==> config.mk <==
export PLATFORM = sky130hd
export DESIGN_NAME = mac_tx_arbiter
export DESIGN_NICKNAME = d
export VERILOG_FILES = /design/src/rtl/mac_tx_arbiter.sv
export SDC_FILE = /design/constraint.sdc
export NUM_CORES = 1
export LEC_CHECK = 0
export BUFFER_PORTS_ARGS = -buffer_cell sky130_fd_sc_hd__clkbuf_2
export CAP_MARGIN = 20
export CORE_MARGIN = 1.5
export CORE_UTILIZATION = 48
export CTS_CLUSTER_DIAMETER = 50
export DETAILED_ROUTE_END_ITERATION = 12
export GPL_TIMING_DRIVEN = 0
export PLACE_DENSITY = 0.85
export SLEW_MARGIN = 25
export SYNTH_ARGS = -nofsm -noshare
export SYNTH_HDL_FRONTEND = slang
export SYNTH_SLANG_ARGS = --single-unit
==> constraint.sdc <==
create_clock -name clk -period 3.81 [get_ports clk]
set_input_delay 0.5715 -clock clk [delete_from_list [all_inputs] [get_ports clk]]
set_output_delay 0.5715 -clock clk [all_outputs]
set_load 0.02 [all_outputs]
==> src/rtl/mac_tx_arbiter.sv <==
`default_nettype none
// ============================================================================
// Module   : mac_tx_arbiter
// Purpose  : Round-robin arbiter that shares one MAC transmit byte stream
//            between NUM_REQ frame sources, with IFG insertion and truncation.
// Revision : 1.0 - initial release
// ============================================================================
module mac_tx_arbiter #(
    parameter int NUM_REQ    = 2,
    parameter int IFG_CYCLES = 12,
    parameter int MAX_FRAME  = 1500
) (
    input  logic                    clk,
    input  logic                    rst,
    input  logic [NUM_REQ-1:0]      req,
    output logic [NUM_REQ-1:0]      grant,
    input  logic [NUM_REQ*8-1:0]    in_data,
    input  logic [NUM_REQ-1:0]      in_valid,
    input  logic [NUM_REQ-1:0]      in_last,
    output logic [NUM_REQ-1:0]      in_ready,
    input  logic [NUM_REQ*48-1:0]   in_dst,
    input  logic [NUM_REQ*16-1:0]   in_type,
    output logic [7:0]              tx_data,
    output logic                    tx_valid,
    output logic                    tx_last,
    input  logic                    tx_ready,
    output logic [47:0]             tx_dst,
    output logic [15:0]             tx_type,
    output logic                    busy,
    output logic                    overflow_err
);

    localparam int c_IDXW = (NUM_REQ > 1) ? $clog2(NUM_REQ) : 1;

    localparam logic [1:0] c_IDLE  = 2'd0;
    localparam logic [1:0] c_XFER  = 2'd1;
    localparam logic [1:0] c_DRAIN = 2'd2;
    localparam logic [1:0] c_IFG   = 2'd3;

    localparam logic [15:0]        c_MAX_M1 = 16'(MAX_FRAME - 1);
    localparam logic [15:0]        c_IFG_M1 = 16'(IFG_CYCLES - 1);
    localparam logic [NUM_REQ-1:0] c_ONE    = NUM_REQ'(1);

    logic [1:0]         r_state;
    logic [NUM_REQ-1:0] r_grant;
    logic [c_IDXW-1:0]  r_gidx;
    logic [c_IDXW-1:0]  r_last_grant;
    logic [15:0]        r_cnt;
    logic               r_ovf;
    logic [47:0]        r_dst;
    logic [15:0]        r_type;

    logic               w_found;
    logic [c_IDXW-1:0]  w_win;
    logic               w_sel_valid;
    logic               w_sel_last;
    logic [7:0]         w_sel_data;
    logic               w_at_max;
    logic               w_accept;
    logic               w_drain_last;

    // Search upward from the requester after the previous winner, wrapping.
    always_comb begin
        int j;
        w_found = 1'b0;
        w_win   = r_last_grant;
        j       = 0;
        for (int k = 1; k <= NUM_REQ; k++) begin
            j = int'(r_last_grant) + k;
            if (j >= NUM_REQ) begin
                j = j - NUM_REQ;
            end
            if (!w_found && req[j]) begin
                w_found = 1'b1;
                w_win   = j[c_IDXW-1:0];
            end
        end
    end

    assign w_sel_valid  = in_valid[r_gidx];
    assign w_sel_last   = in_last[r_gidx];
    assign w_sel_data   = in_data[int'(r_gidx)*8 +: 8];
    assign w_at_max     = (r_cnt == c_MAX_M1);
    assign w_accept     = (r_state == c_XFER) && w_sel_valid && tx_ready;
    assign w_drain_last = (r_state == c_DRAIN) && w_sel_valid && w_sel_last;

    // Byte path is a pure passthrough of the grantee; DRAIN swallows bytes.
    always_comb begin
        tx_data  = 8'd0;
        tx_valid = 1'b0;
        tx_last  = 1'b0;
        in_ready = '0;
        if (r_state == c_XFER) begin
            tx_data          = w_sel_data;
            tx_valid         = w_sel_valid;
            tx_last          = w_sel_last | w_at_max;
            in_ready[r_gidx] = tx_ready;
        end else if (r_state == c_DRAIN) begin
            in_ready[r_gidx] = 1'b1;
        end
    end

    always_ff @(posedge clk) begin
        if (rst) begin
            r_state      <= c_IDLE;
            r_grant      <= '0;
            r_gidx       <= '0;
            r_last_grant <= c_IDXW'(NUM_REQ - 1);
            r_cnt        <= 16'd0;
            r_ovf        <= 1'b0;
            r_dst        <= 48'd0;
            r_type       <= 16'd0;
        end else begin
            r_ovf <= 1'b0;
            case (r_state)
                c_IDLE: begin
                    if (w_found) begin
                        r_state      <= c_XFER;
                        r_grant      <= c_ONE << w_win;
                        r_gidx       <= w_win;
                        r_last_grant <= w_win;
                        r_dst        <= in_dst[int'(w_win)*48 +: 48];
                        r_type       <= in_type[int'(w_win)*16 +: 16];
                        r_cnt        <= 16'd0;
                    end
                end
                c_XFER: begin
                    if (w_accept) begin
                        if (w_sel_last) begin
                            r_state <= c_IFG;
                            r_grant <= '0;
                            r_cnt   <= 16'd0;
                        end else if (w_at_max) begin
                            r_state <= c_DRAIN;
                            r_ovf   <= 1'b1;
                        end else begin
                            r_cnt <= r_cnt + 16'd1;
                        end
                    end
                end
                c_DRAIN: begin
                    if (w_drain_last) begin
                        r_state <= c_IFG;
                        r_grant <= '0;
                        r_cnt   <= 16'd0;
                    end
                end
                c_IFG: begin
                    if (r_cnt >= c_IFG_M1) begin
                        r_state <= c_IDLE;
                    end else begin
                        r_cnt <= r_cnt + 16'd1;
                    end
                end
                default: r_state <= c_IDLE;
            endcase
        end
    end

    assign grant        = r_grant;
    assign busy         = (r_state != c_IDLE);
    assign overflow_err = r_ovf;
    assign tx_dst       = r_dst;
    assign tx_type      = r_type;

endmodule
`default_nettype wire

# Word-level counts from Yosys, hierarchy flattened
# Cells that the tools add are included.
# op_classes
shift	4
n_eq_ne	12
n_lt_le_gt_ge	7
n_reduce_logical	15
addsub	5
multipliers	1
n_bitwise	4
muxes	43
# ops
operator	n
16-bit 2-to-1 mux	6
96-bit by 8-bit variable part select with 48-bit output	1
32-bit by 3-bit < comparator with 1-bit output, second input constant	2
32-bit 2-to-1 mux	2
16-bit case mux with 4 select lines	1
32-bit by 6-bit variable part select with 16-bit output	1
2-bit 2-to-1 mux	12
1-bit 2-to-1 mux	18
16-bit by 1-bit adder with 16-bit output, second input constant	1
16-bit by 11-bit == test with 1-bit output, second input constant	1
16-bit by 4-bit greater-or-equal comparator with 1-bit output, second input constant	1
16-bit by 5-bit variable part select with 8-bit output	1
5-bit AND reduction	3
2-bit inequality test, second input constant	6
8-bit 2-to-1 mux	1
2-bit case mux with 4 select lines	1
1-bit logical AND	6
3-bit inequality test, second input constant	2
2-bit case mux with 3 select lines	1
2-bit == test, second input constant	2
4-bit OR reduction	1
3-bit by 2-bit subtractor with 4-bit output, second input constant	1
1-bit by 2-bit adder with 3-bit output, second input constant	1
3-bit by 2-bit greater-or-equal comparator with 1-bit output, second input constant	1
17 further kinds	18
# totals
word_cells	99
output_inout_bits	80
register_bits	87
inputBits	153

# Logic depth before layout (Yosys ltp)
# Gate-level depths: netlist of the first run.
# logic_depth
depth_word	13
ltp_mapped	10
depth_no_buf	8

# Worst setup path before layout of the first run
# Ideal clock, no wire load.
# synth_path
kind	register to register
startpoint	register r_cnt[5]
endpoint	register r_cnt[15]
required_time_ns	3.740
path_stages_with_launch	9
path_buffers	2
setup_ns	0.070
synth_period_minus_slack_ns	2.424
t_arrival_ns	2.354
slack_ns	1.386
path_cell_list	dfxtp_1 -> buf_6 -> or4_4 -> nor4_4 -> a31oi_4 -> or3_1 -> clkbuf_2 -> or4_1 -> a21oi_1
# synth_via
elab_chain_cells	5
elab_cells_between_ends	11
cone_classes	add/sub: 1; order compare: 1; eq/ne: 3; mux: 5; reduce/logical: 1
# synth_rtl
element	line_no	rtl
from (decl)	48	logic [15:0] r_cnt;
from (signal assigned)	137	r_cnt <= r_cnt + 16'd1;
from (signal assigned)	152	r_cnt <= r_cnt + 16'd1;
16-bit by 1-bit adder with 16-bit output	137, 152	
16-bit 2-to-1 mux	133	end else if (w_at_max) begin
16-bit 2-to-1 mux	129	if (w_sel_last) begin
16-bit 2-to-1 mux	128	if (w_accept) begin
16-bit case mux with 4 select lines	115	case (r_state)
# Several ways; a longest one is shown, not always the timed one. The select of a mux whose other input is x is not followed.
# A chain may end at the register's enable or synchronous reset.

# Worst setup path in the final report of the first run
# layout_path
startpoint	register r_state[1]
endpoint	register r_cnt[15]
# layout_via
elab_chain_cells	5
elab_cells_between_ends	15
cone_classes	eq/ne: 8; mux: 1; reduce/logical: 6
# layout_rtl
element	line_no	rtl
from (decl)	44	logic [1:0] r_state;
from (signal assigned)	105	r_state <= c_IDLE;
from (signal assigned)	118	r_state <= c_XFER;
from (signal assigned)	130	r_state <= c_IFG;
2-bit == test / 2-bit by 1-bit == test with 1-bit output (equally long branches)	85, 115, 84	
1-bit logical AND, on equally long branches (2 in series)	85, 84	
2-bit inequality test (no source line)	n/a	
5-bit AND reduction (no source line)	n/a	
# Several ways; a longest one is shown, not always the timed one.

==> results of run 1 <==
-- power breakdown --
group / total, mW / switching (mW) / internal, mW / leakage [nW]
sequential: 1.34 / 0.155 / 1.19 / 0.719
clock: 0.583 / 0.331 / 0.252 / 0.0923
combinational: 2.02 / 1.29 / 0.726 / 1.93
total: 3.94 / 1.78 / 2.16 / 2.75
-- per-layer routing --
layer	share of wire	global-route usage	vias to the layer above
li1	-	-	2177
met1	0.40	0.293	2038
met2	0.52	0.459	160
met3	0.056	0.0434	26
met4	0.026	0.0981	0
met5	0	0	-
-- synthesized netlist by cell type, drive strengths merged (2+ instances only) --
master and number:
and4 2, or3 4, a211oi 64, nor2b 2, a21oi 12, nor3 4
nand2 11, o21ai 7, mux2i 78, xnor2 9, clkbuf 30, nand3 12
o31ai 2, buf 8, and3 4, or4 3, inv 9, dfxtp 87
a221oi 2, a31oi 2, nor2 94, ha 6, nor4 8, a21o 2
nand4 2
-- how the worst max path moves through the flow --
stage                     startpoint          to  slack [ns]  cells after the start
final                     r_state[1]   r_cnt[15]        1.06                     10
after global routing        r_cnt[5]     tx_last        0.93                      6
after CTS                   r_cnt[5]     tx_last        1.06                      6
after detailed placement      req[1]  tx_dst[24]        1.15                      6
after global placement        req[1]  tx_dst[38]        1.21                      6
after floorplan             r_cnt[5]   r_cnt[15]        1.39                      8
-- critical path, cell delays in order (launching register included) --
cell,delay [ns]
dfxtp_1,0.40
inv_1,0.10
ha_1,0.18
clkbuf_1,0.17
inv_1,0.10
a2bb2oi_1,0.28
o21ai_0,0.23
or3_1,0.41
clkbuf_2,0.16
or4_1,0.51
a21oi_1,0.14
-- layout make-up --
cell class | instances | share of cell area
sequential | 87 | 0.306
multi-input combinational | 338 | 0.406
timing repair buffer | 231 | 0.203
clock buffer | 10 | 0.0241
inverter | 9 | 0.00593
tap | 108 | 0.0237
buffer | 38 | 0.0266
clock inverter | 5 | 0.00571
-- per-stage QoR --
step / hold WS [ns] / power, mW / setup slack [ns]
after CTS: 0.465 / 3.96 / 1.06
after floorplan: 0.451 / 2.72 / 1.39
after global placement: 0.443 / 3.32 / 1.21
after detailed placement: 0.453 / 3.38 / 1.15
final: 0.460 / 3.94 / 1.06
after global routing: 0.490 / 4.20 / 0.934
-- sequential cells by signal, summed over array words and instances, names as in the netlist --
register / cells
r_last_grant: 1
r_state: 2
r_cnt: 16
grant: 2
tx_dst: 48
r_gidx: 1
overflow_err: 1
tx_type: 16
-- logic make-up (layout without fill, tap and decap cells) --
group                      after synthesis  count (layout)
DFF                                     87              87
buffers and inverters                   47             293
xor gates and xnor gates                 9               9
and+or+nand+nor                        151             151
muxes                                   78              78
adders and majority gates                6               6
AOI/OAI and AO/OA                       94              94
==> results_dict.tcl, run 1 <==
set metrics [dict create \
    fmax_mhz 364 \
    route.detailed.drc 0 \
    period_share 0.721 \
    overflow 0 \
    syn_area_per_cell_sq_um 8.98 \
    power.density_nw_per_um2 692 \
    cts.repair.resized 0 \
    synth_area_leader_cell "dfxtp_1" \
    fillers 726 \
    synthesis.area_sq_um 4240 \
    dp.cells 811 \
    grt_max_degree 15 \
    cts_max_level 3 \
    drtAntennaViolNets 0 \
    startpoint_type "register" \
    n_antenna_cell 0 \
    start_util 0.491 \
    grt_pass1_wl_mm 19.4 \
    synth_top_family_by_area "multiplexers" \
    fp.dieW_microns 97.0 \
    worstPathMaxFanout 7 \
    cp.required_ns 4.09 \
    endpoint_kind "register" \
    final.min_clock_period_ns 2.75 \
    multi_input_area_sq_um 2310 \
    holdPathStages 2 \
    cts_tree "built" \
    synth_flop_cell "dfxtp_1" \
    area.sequential_sq_um 1740 \
    rsz0062_at_grt "no" \
    dr.pass1.iters 4 \
    ir_drop_v 0.000349 \
    clkTransAtPathRegs_ns 0.08 \
    cts_buffer_depth 2 \
    max-slew-margin-rel 0.455 \
    finalMaxSlewViolations 0 \
    cts_hold_buf 0 \
    root_buffer "clkbuf_8" \
    synth_top_area_frac 0.411 \
    hold_viol 0 \
    grt_antenna_before_repair 0 \
    reg2reg_slack_ns 1.06 \
    die_y_microns 97.0 \
    clock-sinks 87 \
    r2r-end "r_cnt[15]" \
    dieArea_sq_um 9400 \
    ys_async_sr_fraction 0 \
    rr_startpoint "r_state[1]" \
    dr.first_iter.drc_count 167 \
    clock_latency_ns 0.36 \
    synth.distinct_cells 42 \
    worstPathArrival_ns 3.03 \
    syn_nets 631 \
    port-buffer-count 231 \
    synth_edf_count 0 \
    gp_congestion 0.988 \
    clock-skew-final_ns 0.0110 \
    hp-start "grant[1]" \
    yosys.area_share.adder 0.0177 \
    design.core.area_sq_um 8640 \
    worst_pin_slew_ns 0.817 \
    critPathKind "reg2reg" \
    leakage_nw 2.75 \
    io_pins 233 \
    min_path_type "reg2reg" \
    setup_viol 0 \
    layout-drive-gt1-share 0.357 \
    nets 873 \
    area_delta_synth_final_pct 34.5 \
    cap_violations 0 \
    yosysSeqAreaShare 0.411 \
    ys_warn_count 0 \
    synth_xor_area_frac 0.0186 \
    layout_commonest_cell "clkbuf_2" \
    vias_per_cell 5.33 \
    hpwlAfterDp_mm 9.74 \
    final_core_util 0.660 \
    status "completed" \
    muxShareOfSynthArea 0.184 \
    placed_area_sq_um 5530 \
    grt_usage 0.252 \
    syn_inst 472 \
    ys_ff_latch 87 \
    synth_compound_area_frac 0.159 \
    finalSetupTns_ns 0 \
    vias 4401 \
    rows 34 \
    most-common-layout-cells "clkbuf_2, nor2_1, dfxtp_1" \
    cts_setup_buffers 0 \
    stdcell_count 826 \
    cts_buffers 9 \
    synthTopCellsByArea "dfxtp_1, mux2i_1, a211oi_1, nor2_1, clkbuf_1" \
    fin_area_sq_um 5700 \
    grt_pass1_vias 4220 \
    wl_per_cell_microns 14.6 \
    hold_end "grant[1]" \
    wirelength_mm 12.1 \
    ff2ff_path_depth 10 \
    yosys.area_share.simple 0.166 \
]
No activity file was read; power rests on OpenSTA's default activity.
==> inputs of run 2 (changes only) <==
--- a/config.mk
+++ b/config.mk
@@ -8,11 +8,11 @@
 export BUFFER_PORTS_ARGS = -buffer_cell sky130_fd_sc_hd__clkbuf_2
 export CAP_MARGIN = 20
 export CORE_MARGIN = 1.5
-export CORE_UTILIZATION = 48
+export CORE_UTILIZATION = 41
 export CTS_CLUSTER_DIAMETER = 50
 export DETAILED_ROUTE_END_ITERATION = 12
 export GPL_TIMING_DRIVEN = 0
-export PLACE_DENSITY = 0.85
+export PLACE_DENSITY = 0.78
 export SLEW_MARGIN = 25
 export SYNTH_ARGS = -nofsm -noshare
 export SYNTH_HDL_FRONTEND = slang
==> constraint.sdc (replaced) <==
create_clock -name clk -period 2.5 [get_ports clk]
set_input_delay 0.375 -clock clk [delete_from_list [all_inputs] [get_ports clk]]
set_output_delay 0.375 -clock clk [all_outputs]
set_load 0.02 [all_outputs]
==> results_dict.tcl, run 2 (synthesis gave the netlist of run 1 again) <==
set metrics [dict create \
    status "complete, but fails checks" \
    violations "setup timing" \
    rows 36 \
    most-common-layout-cells "clkbuf_2, nor2_1, dfxtp_1" \
    wl_per_cell_microns 14.7 \
    max-slew-margin-rel 0.481 \
    grt_usage 0.222 \
    gp_congestion 0.866 \
    ir_drop_v 0.000435 \
    io_pins 233 \
    cap_violations 0 \
    nets 878 \
    largest_reg_flops 48 \
    power.density_nw_per_um2 1040 \
    root_buffer "clkbuf_8" \
    area_delta_synth_final_pct 38.1 \
    drtAntennaViolNets 0 \
    grt_max_degree 16 \
    final.min_clock_period_ns 2.53 \
    vias 4393 \
    grt_pass1_vias 4196 \
    fp.dieW_microns 105 \
    route.detailed.drc 0 \
    hpwlAfterDp_mm 9.87 \
    clock_latency_ns 0.35 \
    finalSetupTns_ns -0.0413 \
    rsz0062_at_grt "yes" \
    critPathKind "reg2out" \
    area.sequential_sq_um 1750 \
    cts_max_level 3 \
    cts_buffer_depth 2 \
    fin_area_sq_um 5850 \
    fillers 914 \
    clock-skew-final_ns 0.0148 \
    n_antenna_cell 0 \
    worstPathMaxFanout 4 \
    clkTransAtPathRegs_ns 0.08 \
    reg2reg_slack_ns -0.01 \
    cts_hold_buf 0 \
    design.core.area_sq_um 9910 \
    hold_viol 0 \
    dp.cells 836 \
    cts_buffers 9 \
    overflow 0 \
    cts_tree "built" \
    clock-sinks 87 \
    setup_viol 2 \
    port-buffer-count 231 \
    fmax_mhz 395 \
    finalMaxSlewViolations 0 \
    multi_input_area_sq_um 2360 \
    start_util 0.428 \
    min_path_type "in2reg" \
    endpoint_kind "output pin" \
    grt_antenna_before_repair 0 \
    hold_slack_ns 0.327 \
    die_y_microns 105 \
    dr.first_iter.drc_count 196 \
    dr.pass1.iters 4 \
    wirelength_mm 12.6 \
    worst_pin_slew_ns 0.778 \
    layout_commonest_cell "clkbuf_2" \
    worstPathArrival_ns 2.16 \
    stdcell_count 857 \
    grt_pass1_wl_mm 19.7 \
    period_share 1.01 \
    layout-drive-gt1-share 0.383 \
    vias_per_cell 5.13 \
    placed_area_sq_um 5560 \
    final_core_util 0.591 \
    dieArea_sq_um 11000 \
    cp.required_ns 2.12 \
    leakage_nw 2.79 \
    setup_ws_ns -0.0321 \
    startpoint_type "register" \
]
-- run 2: critical path: stages (launching register included) --
cell and delay, ns:
dfxtp_4 0.36, or4_4 0.55, nor4_4 0.35, buf_4 0.20
nand3_4 0.08, a21oi_2 0.14, buf_4 0.15
-- run 2: repair_timing --
item                       4_1_cts  5_1_grt
pin swaps                        0        3
hold endpoints to repair         0        0
setup endpoints to repair       24        6
setup buffers                    2        4
gates resized for setup          9       17
-- run 2: worst paths after layout --
kind	end	cells past startpoint	from
max	tx_last	6	r_cnt[13]
min	overflow_err	2	tx_ready
max reg2reg	r_cnt[15]	6	r_cnt[13]
min reg2reg	grant[0]	2	grant[0]
-- run 2: stage by stage --
| step | worst slack, ns | power [mW] |
|---|---|---|
| finish | -0.0321 | 6.07 |
| global route | -0.103 | 6.48 |
| CTS | -0.0344 | 6.08 |
| detailed placement | -0.238 | 5.16 |
| global placement | -0.170 | 5.06 |
| floorplan | 0.0756 | 4.15 |
-- run 2: final cells by class --
cell class,count,area share
plain buffers,37,0.0271
clock buffers,11,0.0242
clock inverters,5,0.00705
inverters,9,0.00577
multi-input cells,338,0.403
flip-flops and latches,87,0.298
well taps,133,0.0284
repair buffers,237,0.206
-- run 2: per-layer routing --
metal | routed length, microns | global-route usage
met5 | 0 | 0
met4 | 265 | 0.0939
met3 | 815 | 0.0499
met2 | 6240 | 0.390
met1 | 5260 | 0.258
-- run 2: report_power, final --
group / switching [mW] / internal (mW) / leakage, nW
logic: 1.98 / 1.13 / 1.98
registers: 0.240 / 1.81 / 0.721
clock network: 0.515 / 0.398 / 0.0866
==> inputs of run 3 (changes only) <==
--- a/config.mk
+++ b/config.mk
@@ -7,12 +7,13 @@
 export LEC_CHECK = 0
 export BUFFER_PORTS_ARGS = -buffer_cell sky130_fd_sc_hd__clkbuf_2
 export CAP_MARGIN = 20
-export CORE_MARGIN = 1.5
+export CORE_MARGIN = 4
 export CORE_UTILIZATION = 41
+export CTS_BUF_LIST = sky130_fd_sc_hd__clkbuf_4 sky130_fd_sc_hd__clkbuf_8 sky130_fd_sc_hd__clkbuf_16
 export CTS_CLUSTER_DIAMETER = 50
 export DETAILED_ROUTE_END_ITERATION = 12
 export GPL_TIMING_DRIVEN = 0
-export PLACE_DENSITY = 0.78
+export PLACE_DENSITY_LB_ADDON = 0.08
 export SLEW_MARGIN = 25
 export SYNTH_ARGS = -nofsm -noshare
 export SYNTH_HDL_FRONTEND = slang
==> results_dict.tcl, run 3 (synthesis gave the netlist of run 1 again) <==
set metrics [dict create \
    status "completed" \
    grt_antenna_before_repair 0 \
    grt_pass1_vias 4189 \
    cts_max_level 3 \
    dp.cells 836 \
    max-slew-margin-rel 0.459 \
    clock-sinks 87 \
    overflow 0 \
    setup_ws_ns 0.111 \
    pre_cts_ws_ns -0.161 \
    power.density_nw_per_um2 1040 \
    cts_buffers 9 \
    route.detailed.drc 0 \
    rsz0062_at_grt "yes" \
    io_pins 233 \
    wl_per_cell_microns 14.9 \
    clkTransAtPathRegs_ns 0.09 \
    design.core.area_sq_um 9910 \
    vias 4350 \
    gp_congestion 0.841 \
    nets 875 \
    ff2ff_path_depth 8 \
    fmax_mhz 419 \
    largest_reg_flops 48 \
    die_y_microns 110 \
    most-common-layout-cells "clkbuf_2, nor2_1, dfxtp_1" \
    worst_pin_slew_ns 0.811 \
    cp.required_ns 2.12 \
    finalSetupTns_ns 0 \
    ir_drop_v 0.000509 \
    finalMaxSlewViolations 0 \
    area_delta_synth_final_pct 38.2 \
    grt_usage 0.206 \
    stdcell_count 854 \
    dieArea_sq_um 12000 \
    layout-drive-gt1-share 0.386 \
    critPathKind "reg2out" \
    cts_tree "built" \
    n_antenna_cell 0 \
    fp.dieW_microns 110 \
    vias_per_cell 5.09 \
    leakage_nw 2.79 \
    grt_pass1_wl_mm 19.7 \
    layout_commonest_cell "clkbuf_2" \
    cts_buffer_depth 2 \
    root_buffer "clkbuf_8" \
    setup_viol 0 \
    final_core_util 0.591 \
    period_share 0.956 \
    worstPathMaxFanout 8 \
    cap_violations 0 \
    dr.pass1.iters 4 \
    clock-skew-final_ns 0.0108 \
    min_path_type "in2reg" \
    clock_latency_ns 0.36 \
    rows 36 \
    endpoint_kind "output pin" \
    port-buffer-count 231 \
    p_total_mw 6.09 \
    dr.first_iter.drc_count 177 \
    hpwlAfterDp_mm 10.2 \
    startpoint_type "register" \
    holdPathStages 2 \
    start_util 0.428 \
    hold_viol 0 \
    worstPathArrival_ns 2.01 \
    final.min_clock_period_ns 2.39 \
    grt_max_degree 17 \
    wirelength_mm 12.7 \
    drtAntennaViolNets 0 \
]
==> run 3: changes by cell type in the layout (fill, tap and decap cells not counted), sizes merged <==
cell	previous run	this run
inv	11	12
clkinv	1	2
clkinvlp	2	1
clkbuf	269	271
buf	16	10
==> run 3: cell type report <==
cell class | instances | area (sq um)
inverters | 9 | 33.8
clock inverters | 6 | 50.0
multi-input cells | 338 | 2380
fillers | 955 | 4050
plain buffers | 37 | 154
flip-flops and latches | 87 | 1740
well taps | 133 | 166
clock buffers | 10 | 138
repair buffers | 234 | 1190
==> run 3: report_power, final <==
| part | internal (mW) | total [mW] | switching, mW | leakage [nW] |
|---|---|---|---|---|
| Clock | 0.403 | 0.941 | 0.538 | 0.0952 |
| Combinational | 1.13 | 3.12 | 1.98 | 1.98 |
| Sequential | 1.81 | 2.04 | 0.226 | 0.720 |
==> run 3: worst paths after layout <==
| kind | from | to | slack (ns) |
|---|---|---|---|
| max | r_cnt[5] | tx_last | 0.11 |
| min | tx_ready | overflow_err | 0.32 |
| max reg2reg | r_cnt[5] | r_cnt[15] | 0.12 |
| min reg2reg | grant[1] | grant[1] | 0.47 |
==> run 3: routing by layer <==
layer / track usage / wire length [microns]
met5: 0 / 0
met3: 0.0458 / 864
met1: 0.254 / 5140
met4: 0.0614 / 133
met2: 0.357 / 6570
==> run 3: through the flow <==
stage	cell area [sq um]	hold WS [ns]
2_1_floorplan	4240	0.451
3_3_place_gp	5560	0.442
3_5_place_dp	5560	0.454
4_1_cts	5790	0.310
5_1_grt	5860	0.315
6_report	5860	0.325
==> run 3: critical path, stage by stage, from the launching register on <==
cell and delay (ns):
dfxtp_2 0.32, buf_6 0.13, or4_4 0.49, nor4_4 0.13
buf_4 0.19, nand3_4 0.08, a21oi_2 0.17, clkbuf_8 0.16
==> run 3: what timing repair did <==
action / CTS / global route
gates resized for setup: 7 / 24
hold endpoints to repair: 0 / 0
pin swaps: 3 / 6
setup endpoints to repair: 5 / 57
setup buffers: 2 / 1
hold buffers: 0 / 0
